File: src/rtl/mem_arbiter_pkg.sv
// mem_arbiter_pkg: shared word width, arbiter states and default data streak limit
`ifndef WORD
`define WORD [31:0]
`endif
package mem_arbiter_pkg;
   typedef enum logic [1:0] {IDLE, FETCH, DATA} state_e;
   localparam int MAX_DATA_STREAK_DEF = 4;
endpackage

File: src/rtl/mem_arbiter.sv
// mem_arbiter: shares one memory port between instruction fetch and data access
`ifndef WORD
`define WORD [31:0]
`endif
module mem_arbiter
   import mem_arbiter_pkg::*;
#(
   parameter int MAX_DATA_STREAK = MAX_DATA_STREAK_DEF
) (
   input  logic       clk,
   input  logic       rst_n,
   input  logic       if_req,
   input  logic `WORD if_addr,
   output logic `WORD if_rdata,
   output logic       if_valid,
   input  logic       d_req,
   input  logic       d_we,
   input  logic `WORD d_addr,
   input  logic `WORD d_wdata,
   output logic `WORD d_rdata,
   output logic       d_valid,
   output logic       mem_req,
   output logic       mem_we,
   output logic `WORD mem_addr,
   output logic `WORD mem_wdata,
   input  logic `WORD mem_rdata,
   input  logic       mem_ack
);
   localparam int SW = $clog2(MAX_DATA_STREAK + 1);
   state_e        state_q, state_d;
   logic [SW-1:0] streak_q, streak_d;
   logic `WORD    addr_q, addr_d, wdata_q, wdata_d;
   logic `WORD    if_rdata_q, if_rdata_d, d_rdata_q, d_rdata_d;
   logic          we_q, we_d, if_valid_q, if_valid_d, d_valid_q, d_valid_d;
   logic          grant_d, grant_f, idle, streak_full;
   // state and datapath registers, all cleared asynchronously
   always_ff @(posedge clk or negedge rst_n) begin
      if (!rst_n) begin
         state_q    <= IDLE;
         streak_q   <= '0;
         addr_q     <= '0;
         wdata_q    <= '0;
         we_q       <= 1'b0;
         if_valid_q <= 1'b0;
         d_valid_q  <= 1'b0;
         if_rdata_q <= '0;
         d_rdata_q  <= '0;
      end else begin
         state_q    <= state_d;
         streak_q   <= streak_d;
         addr_q     <= addr_d;
         wdata_q    <= wdata_d;
         we_q       <= we_d;
         if_valid_q <= if_valid_d;
         d_valid_q  <= d_valid_d;
         if_rdata_q <= if_rdata_d;
         d_rdata_q  <= d_rdata_d;
      end
   end
   // arbitrate only in IDLE; a busy state waits for mem_ack regardless of requests
   always_comb begin
      idle        = state_q == IDLE;
      streak_full = streak_q == SW'(MAX_DATA_STREAK);
      grant_d     = d_req && (!streak_full || !if_req);
      grant_f     = if_req && !grant_d;
      state_d     = idle ? (grant_d ? DATA : grant_f ? FETCH : IDLE) : mem_ack ? IDLE : state_q;
   end
   // latch the winner, track the data streak, capture completions
   always_comb begin
      addr_d     = idle && grant_d ? d_addr : idle && grant_f ? if_addr : addr_q;
      we_d       = idle && (grant_d || grant_f) ? grant_d && d_we : we_q;
      wdata_d    = idle && grant_d ? d_wdata : wdata_q;
      streak_d   = !idle ? streak_q : (!if_req || grant_f) ? '0 :
                   (grant_d && !streak_full) ? streak_q + SW'(1) : streak_q;
      if_valid_d = state_q == FETCH && mem_ack;
      d_valid_d  = state_q == DATA && mem_ack;
      if_rdata_d = if_valid_d ? mem_rdata : if_rdata_q;
      d_rdata_d  = d_valid_d && !we_q ? mem_rdata : d_rdata_q;
   end
   // memory port and completion outputs come straight from registers
   always_comb begin
      mem_req   = !idle;
      mem_we    = state_q == DATA && we_q;
      mem_addr  = addr_q;
      mem_wdata = wdata_q;
      if_valid  = if_valid_q;
      d_valid   = d_valid_q;
      if_rdata  = if_rdata_q;
      d_rdata   = d_rdata_q;
   end
endmodule

File: config.mk
export PLATFORM = sky130hd
export DESIGN_NAME = mem_arbiter
export DESIGN_NICKNAME = d
export VERILOG_FILES = /design/src/rtl/mem_arbiter_pkg.sv /design/src/rtl/mem_arbiter.sv
export SDC_FILE = /design/constraint.sdc
export NUM_CORES = 1
export LEC_CHECK = 0
export ABC_AREA = 1
export CAP_MARGIN = 30
export CORE_UTILIZATION = 30
export DETAILED_ROUTE_END_ITERATION = 10
export GPL_ROUTABILITY_DRIVEN = 0
export GPL_TIMING_DRIVEN = 0
export SETUP_SLACK_MARGIN = 0.1
export SLEW_MARGIN = 0
export SYNTH_ARGS = -nofsm -noshare
export SYNTH_HDL_FRONTEND = slang
export SYNTH_SLANG_ARGS = --single-unit
File: constraint.sdc
create_clock -name clk -period 1.75 [get_ports clk]
set_input_delay 0.2625 -clock clk [delete_from_list [all_inputs] [get_ports clk]]
set_output_delay 0.2625 -clock clk [all_outputs]
set_load 0.1 [all_outputs]
======== Word-level counts from Yosys, hierarchy flattened ========
Cells that the tools add are included.
operators by class
  $add $sub $neg .......................... 1
  equal/unequal tests ..................... 3
  mux-type cells .......................... 8
  reductions and logical operators ........ 24
operators by type and width
  cell                 count
  $mux 32              2
  $logic_and 1x1->1    11
  $mux 2               3
  $mux 3               2
  $reduce_bool 2->1    3
  $logic_not 1->1      5
  $add 3x1->3 const B  1
  $eq 3x3->1 const B   1
  $logic_or 1x1->1     3
  $eq 2x1->1 const B   1
  $eq 2x2->1 const B   1
  $logic_not 2->1      1
  $reduce_and 2->1     1
  $mux 1               1
storage, ports and cells
  register bits ........................... 136
  input bits .............................. 134
  output and inout bits ................... 132
  logic and storage cells ................. 45

======== Longest topological paths before layout ========
Gate-level depths: netlist of the first run.
  depth after elaboration ................. 9
  depth in mapped cells ................... 8
  mapped depth without buffers ............ 7

======== Least setup slack after synthesis of the first run ========
No wires, ideal clock.
  path type ............................... flip-flop to output port
  start point ............................. reg state_q[1]
  end point ............................... out mem_we
  arrival time ............................ 2.517 ns
  required time ........................... 1.487 ns
  setup slack ............................. -1.029 ns
  cell stages (with the launch flop) ...... 3
  buffers on the path ..................... 0
  cells stage by stage .................... dfrtp_1 -> inv_1 -> nor3_1
on the way
  longest elaborated chain between the ends .. 2
RTL lines
  element                   line               RTL
  start: declaration        mem_arbiter.sv:30  state_e state_q, state_d;
  start signal: assignment  mem_arbiter.sv:49  state_q <= state_d;
  $eq 2x2->1                mem_arbiter.sv:83  mem_we = state_q == DATA && we_q;
  $logic_and 1x1->1         mem_arbiter.sv:83
  end: declaration          mem_arbiter.sv:23  output logic mem_we,
Every way passes these cells.

======== Final worst setup path of the first run ========
  start point ............................. reg state_q[1]
  end point ............................... out mem_req
on the way
  longest elaborated chain between the ends .. 2
RTL lines
  element           line               RTL
  $logic_not 2->1   mem_arbiter.sv:62  idle = state_q == IDLE;
  $logic_not 1->1   mem_arbiter.sv:82  mem_req = !idle;
  end: declaration  mem_arbiter.sv:22  output logic mem_req,
Every way passes these cells.

==> results of run 1 <==
[worst max path at each step]
stage / start / to / slack, ns / cells past startpoint
finish: state_q[1] / mem_req / 0.07 / 5
global placement: rst_n / mem_wdata[13] / -5.38 / 1
global route: state_q[1] / mem_we / 0.03 / 4
CTS: state_q[0] / mem_req / -0.09 / 5
floorplan: state_q[0] / mem_req / 0.05 / 4
detailed placement: state_q[0] / mem_req / -0.64 / 5
[cells in the mapped netlist]
| library cell | n | area (sq um) |
|---|---|---|
| nor3_1 | 1 | 5.00 |
| buf_6 | 2 | 22.5 |
| o21ai_1 | 6 | 30.0 |
| buf_4 | 2 | 15.0 |
| xor2_1 | 1 | 8.76 |
| nand2_1 | 198 | 743 |
| nand4_1 | 32 | 200 |
| nor2_1 | 2 | 7.51 |
| and3_1 | 1 | 6.26 |
| o22ai_1 | 1 | 6.26 |
| buf_2 | 21 | 105 |
| nor2_4 | 1 | 11.3 |
| inv_1 | 137 | 514 |
| clkbuf_1 | 14 | 52.6 |
| nand3_1 | 35 | 175 |
| clkbuf_2 | 1 | 5.00 |
| o21ai_0 | 94 | 470 |
| nand2_2 | 1 | 6.26 |
| nand3_2 | 2 | 20.0 |
| o21ai_2 | 1 | 8.76 |
| ha_1 | 2 | 25.0 |
| dfrtp_1 | 136 | 3400 |
| inv_2 | 1 | 3.75 |
[routing by layer]
layer  global-route usage  vias up  wire (um)
met1                0.237     2497       8090
met4               0.0775        0        461
met5                    0        -          0
met2                0.310      155       8890
met3               0.0405       30        951
li1                     -     2739          -
[cells by family after synthesis]
logic type / share of synthesized area
flip-flops: 0.582
AO/OA/AOI/OAI: 0.0882
XOR/XNOR: 0.00150
AND/OR/NAND/NOR: 0.201
adder cells (fa/ha/maj): 0.00428
buffers and inverters: 0.123
[repair_timing]
action / CTS / global route
pin swaps: 2 / 3
buffers inserted: 2 / 9
resized for setup: 403 / 45
endpoints found under the setup margin: 179 / 84
cloned: 0 / 2
hold endpoints to repair: 66 / 0
hold buffers: 1 / 0
[layout make-up]
type / instances / area, sq um / area share
Sequential cell: 136 / 3400 / 0.345
Timing Repair Buffer: 278 / 2970 / 0.301
Multi-Input combinational cell: 379 / 1760 / 0.179
Buffer: 39 / 241 / 0.0245
Inverter: 138 / 520 / 0.0528
Tap cell: 260 / 325 / 0.0330
Clock inverter: 13 / 195 / 0.0198
Clock buffer: 19 / 443 / 0.0449
[metrics by stage]
| stage | hold slack (ns) | instance area [sq um] |
|---|---|---|
| floorplan | -0.0331 | 5860 |
| global placement | 0.461 | 8820 |
| detailed placement | 0.325 | 8910 |
| CTS | 0.290 | 9740 |
| global route | 0.380 | 9870 |
| finish | 0.341 | 9870 |
[registers in the layout (all words and copies together) (netlist names)]
signal,cells
we_q,1
streak_q,3
mem_wdata,32
d_valid,1
d_rdata,32
if_valid,1
if_rdata,32
mem_addr,32
state_q,2
[cells in the final DEF, fill, tap and decap left out, types with 8 or more instances in the layout]
| cell type | instances |
|---|---|
| nand2_1 | 198 |
| inv_1 | 135 |
| dfrtp_1 | 135 |
| clkdlybuf4s50_1 | 131 |
| clkdlybuf4s15_2 | 114 |
| o21ai_0 | 94 |
| nand3_1 | 35 |
| nand4_1 | 32 |
| clkbuf_16 | 19 |
| buf_2 | 16 |
| clkdlybuf4s18_2 | 14 |
| buf_4 | 12 |
| clkbuf_1 | 8 |
[critical path: cells and delay by family (launching register included)]
family	cells	cell delay (ns)
buf+inv	4	0.43
flops	1	0.42
simple gates	1	0.14
==> insert_results.sql, run 1 <==
INSERT INTO impl_metrics (metric_group, metric, value, unit) VALUES
('status', 'status', 'completed', ''),
('timing', 'min_period', '1.68', 'ns'),
('finish', 'filler_cell_count', '1795', ''),
('worst_hold_path', 'timing.hold.worst_endpoint', 'mem_addr[0]', ''),
('yosys', 'synth_sequential_area_ratio', '0.582', ''),
('cts', 'insertion_delay', '0.42', 'ns'),
('cts', 'clock_tree.buffer_depth', '2', ''),
('detailed_routing', 'vias_per_cell', '4.30', ''),
('critical_path', 'slowest_delay', '0.42', 'ns'),
('detailed_routing', 'route.detailed.drc', '0', ''),
('place', 'dp_worst_setup_slack', '-0.644', 'ns'),
('die', 'core_region_area', '18900', 'sq um'),
('detailed_routing', 'first_iter_violations', '181', ''),
('cts', 'clk_root_buffer_cell', 'clkbuf_16', ''),
('yosys', 'yosysWarnings', '0', ''),
('die', 'die-area', '20000', 'sq um'),
('cts', 'number_of_buffers_inserted_during_clock_tree_synthesis', '17', ''),
('place', 'place_hpwl', '13.0', 'mm'),
('critical_path', 'worst_reg2reg_path_depth', '8', ''),
('timing', 'slew_headroom', '0.556', ''),
('detailed_routing', 'ant_nets', '0', ''),
('finish', 'instances_no_fill', '1262', ''),
('place', 'place.detailed.instances', '1219', ''),
('yosys', 'syn_area_per_cell', '8.45', 'sq um'),
('yosys', 'ys_ff_latch', '136', ''),
('critical_path', 'regToRegEndpoint', 'mem_addr[28]', ''),
('yosys', 'synth_cells', '692', ''),
('detailed_routing', 'wl_per_cell', '14.6', 'um'),
('global_routing', 'pin_count_of_the_biggest_net_entering_global_routing', '71', ''),
('finish', 'num-nets-final', '1125', ''),
('global_routing', 'grt_pass1_vias', '5568', ''),
('critical_path', 'arrival', '1.41', 'ns'),
('finish', 'post_route_cells_drive_above_1_share', '0.221', ''),
('global_routing', 'gr-usage-all-layers', '0.187', ''),
('cts', 'cts_htree_levels', '4', ''),
('timing', 'setup_repair_after_global_routing_missed_its_margin', 'yes', ''),
('finish', 'synthToLayoutAreaGrowth', '68.8', '%'),
('critical_path', 'reg_to_reg_slack_setup', '0.17', 'ns'),
('timing', 'post-route-worst-setup-slack', '0.0739', 'ns'),
('detailed_routing', 'drt_pre_antenna_iters', '4', ''),
('yosys', 'synth_cell_type_count', '23', ''),
('worst_hold_path', 'holdCritPathClass', 'in2reg', ''),
('timing', 'max_freq', '597', 'MHz'),
('worst_hold_path', 'hold_depth', '4', ''),
('timing', 'finalSetupViolations', '0', ''),
('finish', 'final_core_utilization', '0.522', ''),
('critical_path', 'critical_path.reg2reg.startpoint', 'streak_q[0]', ''),
('timing', 'finalHoldViolCount', '0', ''),
('timing', 'worst_slew_pin_slew', '0.666', 'ns'),
('global_routing', 'grt_first_pass_wirelength', '29.2', 'mm'),
('die', 'initial_core_util', '0.309', ''),
('timing', 'final_clock_skew', '0.0138', 'ns'),
('die', 'number_of_placement_rows', '50', ''),
('critical_path', 'cp_slowest_cell', 'dfrtp_1', ''),
('critical_path', 'cp_max_fo', '7', ''),
('yosys', 'syn_nets', '828', ''),
('yosys', 'netlist_area', '5850', 'sq um'),
('place', 'portBuffers', '264', ''),
('cts', 'cts.sinks', '136', ''),
('die', 'dieWidth', '142', 'um'),
('cts', 'tritoncts', 'done', ''),
('global_routing', 'grt_antenna_before_repair', '0', ''),
('timing', 'period_share', '0.958', ''),
('global_routing', 'global_route.overflow_total', '0', ''),
('critical_path', 'end_kind', 'primary output', ''),
('timing', 'post_route_setup_tns', '0', 'ns'),
('die', 'fp.dieH', '142', 'um'),
('cts', 'clkSlewWorstSetupHoldPaths', '0.06', 'ns'),
('critical_path', 'worst_setup_path_start_kind', 'flip-flop', ''),
('finish', 'n_antenna_cell', '0', ''),
('detailed_routing', 'detailroute.via_count', '5421', ''),
('critical_path', 'cp_cell_sequence', 'nor2_4, buf_6, buf_8, inv_2, buf_12', ''),
('detailed_routing', 'totalWireLength', '18.4', 'mm'),
('die', 'floorplan.io_pins', '266', ''),
('critical_path', 'criticalPathCategory', 'reg2out', ''),
('critical_path', 'critical_path_required', '1.49', 'ns'),
('timing', 'timing_max_transition_violations_final', '0', ''),
('worst_hold_path', 'hold_path_startpoint', 'd_req', ''),
('flow_run', 'cap_viol_max_count', '0', '');
Power of run 1 is not shown: default switching activity piles up to over one toggle a cycle in this logic, so the estimate is an artifact.
==> inputs of run 2 (changes only) <==
ABC_CLOCK_PERIOD_IN_PS = 1500   (was default)
clock period = 1.5 ns   (was 1.75 ns; I/O delays follow)
==> run 2 against run 1 <==
Effect of this change: the flow now finishes with violations (setup timing); worst setup slack got worse by 0.26 ns; clock-buffer cell count did not move; flip-flop and latch count did not move; core utilization rose by 2.8 points; sequential share of layout area fell by 1.8 points; via count rose by 5.4%; non-clock buffer count rose by 28; wire length rose by 6.5%; clock skew fell by 0.0035 ns; register-to-register slack got worse by 0.26 ns; final area rose by 5.4%; final cell count rose by 2.1%; critical path type unchanged.
==> insert_results.sql, run 2 (same netlist as run 1, synthesis figures left out) <==
INSERT INTO impl_metrics (metric_group, metric, value, unit) VALUES
('place', 'placement.cell_area', '8900', 'sq um'),
('detailed_routing', 'route.detailed.drc', '0', ''),
('critical_path', 'criticalPathCategory', 'reg2out', ''),
('timing', 'post-route-worst-setup-slack', '-0.190', 'ns'),
('finish', 'layout_commonest_cell', 'nand2_1', ''),
('status', 'failed_checks', 'setup timing', ''),
('die', 'number_of_placement_rows', '50', ''),
('global_routing', 'grt_pass1_vias', '5666', ''),
('critical_path', 'worst_setup_path_start_kind', 'flip-flop', ''),
('status', 'status', 'complete, but fails checks', ''),
('timing', 'post_route_setup_tns', '-1.96', 'ns'),
('place', 'portBuffers', '264', ''),
('finish', 'filler_cell_count', '1744', ''),
('timing', 'max_freq', '592', 'MHz'),
('flow_run', 'cap_viol_max_count', '0', ''),
('global_routing', 'gr-usage-all-layers', '0.194', ''),
('detailed_routing', 'ant_nets', '0', ''),
('global_routing', 'grt_antenna_before_repair', '0', ''),
('die', 'initial_core_util', '0.309', ''),
('critical_path', 'cp_max_fo', '3', ''),
('timing', 'finalHoldViolCount', '0', ''),
('cts', 'clock_tree.buffer_depth', '2', ''),
('cts', 'cts_htree_levels', '4', ''),
('detailed_routing', 'detailroute.via_count', '5715', ''),
('cts', 'tritoncts', 'done', ''),
('worst_hold_path', 'holdCritPathClass', 'in2reg', ''),
('finish', 'seqCellArea', '3400', 'sq um'),
('finish', 'post_route_cells_drive_above_1_share', '0.338', ''),
('global_routing', 'grt_first_pass_wirelength', '30.2', 'mm'),
('die', 'fp.dieH', '142', 'um'),
('critical_path', 'end_kind', 'primary output', ''),
('finish', 'commonest_non_fill_non_tap_cells_in_the_layout', '161 x nand2_1, 147 x buf_4, 135 x dfrtp_1, 132 x inv_1, 131 x clkdlybuf4s50_1', ''),
('die', 'dieWidth', '142', 'um'),
('detailed_routing', 'drt_pre_antenna_iters', '6', ''),
('finish', 'n_antenna_cell', '0', ''),
('detailed_routing', 'first_iter_violations', '231', ''),
('place', 'dp_worst_setup_slack', '-0.753', 'ns'),
('die', 'die-area', '20000', 'sq um'),
('die', 'core_region_area', '18900', 'sq um'),
('timing', 'finalSetupViolations', '55', ''),
('cts', 'clkSlewWorstSetupHoldPaths', '0.05', 'ns'),
('detailed_routing', 'wl_per_cell', '15.2', 'um'),
('finish', 'synthToLayoutAreaGrowth', '77.9', '%'),
('die', 'floorplan.io_pins', '266', ''),
('timing', 'timing_max_transition_violations_final', '0', ''),
('finish', 'instances_no_fill', '1288', ''),
('cts', 'insertion_delay', '0.42', 'ns'),
('global_routing', 'pin_count_of_the_biggest_net_entering_global_routing', '80', ''),
('finish', 'multiInputGateArea', '2220', 'sq um'),
('timing', 'min_period', '1.69', 'ns'),
('finish', 'final_cell_area', '10400', 'sq um'),
('timing', 'period_share', '1.13', ''),
('finish', 'num-nets-final', '1153', ''),
('detailed_routing', 'vias_per_cell', '4.44', ''),
('place', 'place_hpwl', '13.0', 'mm'),
('critical_path', 'critical_path_required', '1.27', 'ns'),
('critical_path', 'arrival', '1.47', 'ns'),
('timing', 'setup_repair_after_global_routing_missed_its_margin', 'yes', ''),
('cts', 'cts.sinks', '136', ''),
('timing', 'slew_headroom', '0.507', ''),
('detailed_routing', 'totalWireLength', '19.6', 'mm'),
('timing', 'final_clock_skew', '0.0104', 'ns'),
('place', 'place.detailed.instances', '1218', ''),
('timing', 'worst_slew_pin_slew', '0.739', 'ns'),
('cts', 'clk_root_buffer_cell', 'clkbuf_16', ''),
('global_routing', 'global_route.overflow_total', '0', ''),
('cts', 'number_of_buffers_inserted_during_clock_tree_synthesis', '17', '');
## run 2: metrics by stage
| stage | hold slack (ns) | util |
|---|---|---|
| 4_1_cts | 0.274 | 0.521 |
| 3_3_place_gp | 0.461 | 0.468 |
| 5_1_grt | 0.321 | 0.550 |
| 2_1_floorplan | -0.0706 | - |
| 6_report | 0.316 | 0.550 |
| 3_5_place_dp | 0.323 | 0.471 |
## run 2: path summary, 6_finish.rpt
kind	from	end	slack, ns	depth (start not counted)
min in group asynchronous	rst_n	d_rdata[7]	0.44	2
max in group asynchronous	rst_n	mem_wdata[31]	0.29	3
setup / recovery	state_q[0]	mem_req	-0.19	5
hold / removal	d_req	streak_q[1]	0.32	5
setup reg to reg	state_q[0]	mem_addr[31]	-0.09	9
hold reg to reg	mem_addr[20]	mem_addr[20]	0.47	2
## run 2: critical path, cell delays in order (launching register included)
cell	delay, ns
dfrtp_2	0.43
nor2_4	0.15
buf_6	0.12
buf_8	0.10
clkinvlp_4	0.08
buf_12	0.17
## run 2: per-layer routing
| layer | global-route usage | share of wire | up-vias |
|---|---|---|---|
| li1 | - | - | 2808 |
| met2 | 0.317 | 0.50 | 159 |
| met4 | 0.0719 | 0.022 | 0 |
| met5 | 0 | 0 | - |
| met1 | 0.252 | 0.43 | 2717 |
| met3 | 0.0445 | 0.048 | 31 |
## run 2: area by class of cell
| cell class | count | area share |
|---|---|---|
| Clock buffer | 19 | 0.0426 |
| Buffer | 38 | 0.0398 |
| Timing Repair Buffer | 307 | 0.281 |
| Inverter | 138 | 0.0509 |
| Clock inverter | 11 | 0.0143 |
| Sequential cell | 136 | 0.327 |
| Tap cell | 260 | 0.0313 |
| Multi-Input combinational cell | 379 | 0.213 |
## run 2: timing repair
action / in CTS / in global routing
endpoints found under the hold margin: 78 / 0
setup endpoints to repair: 218 / 136
gates resized for setup: 909 / 164
setup buffers: 23 / 12
cloned: 10 / 3
pin swaps: 9 / 57
hold buffers: 1 / 0
Power of run 2 is left out for the same reason.
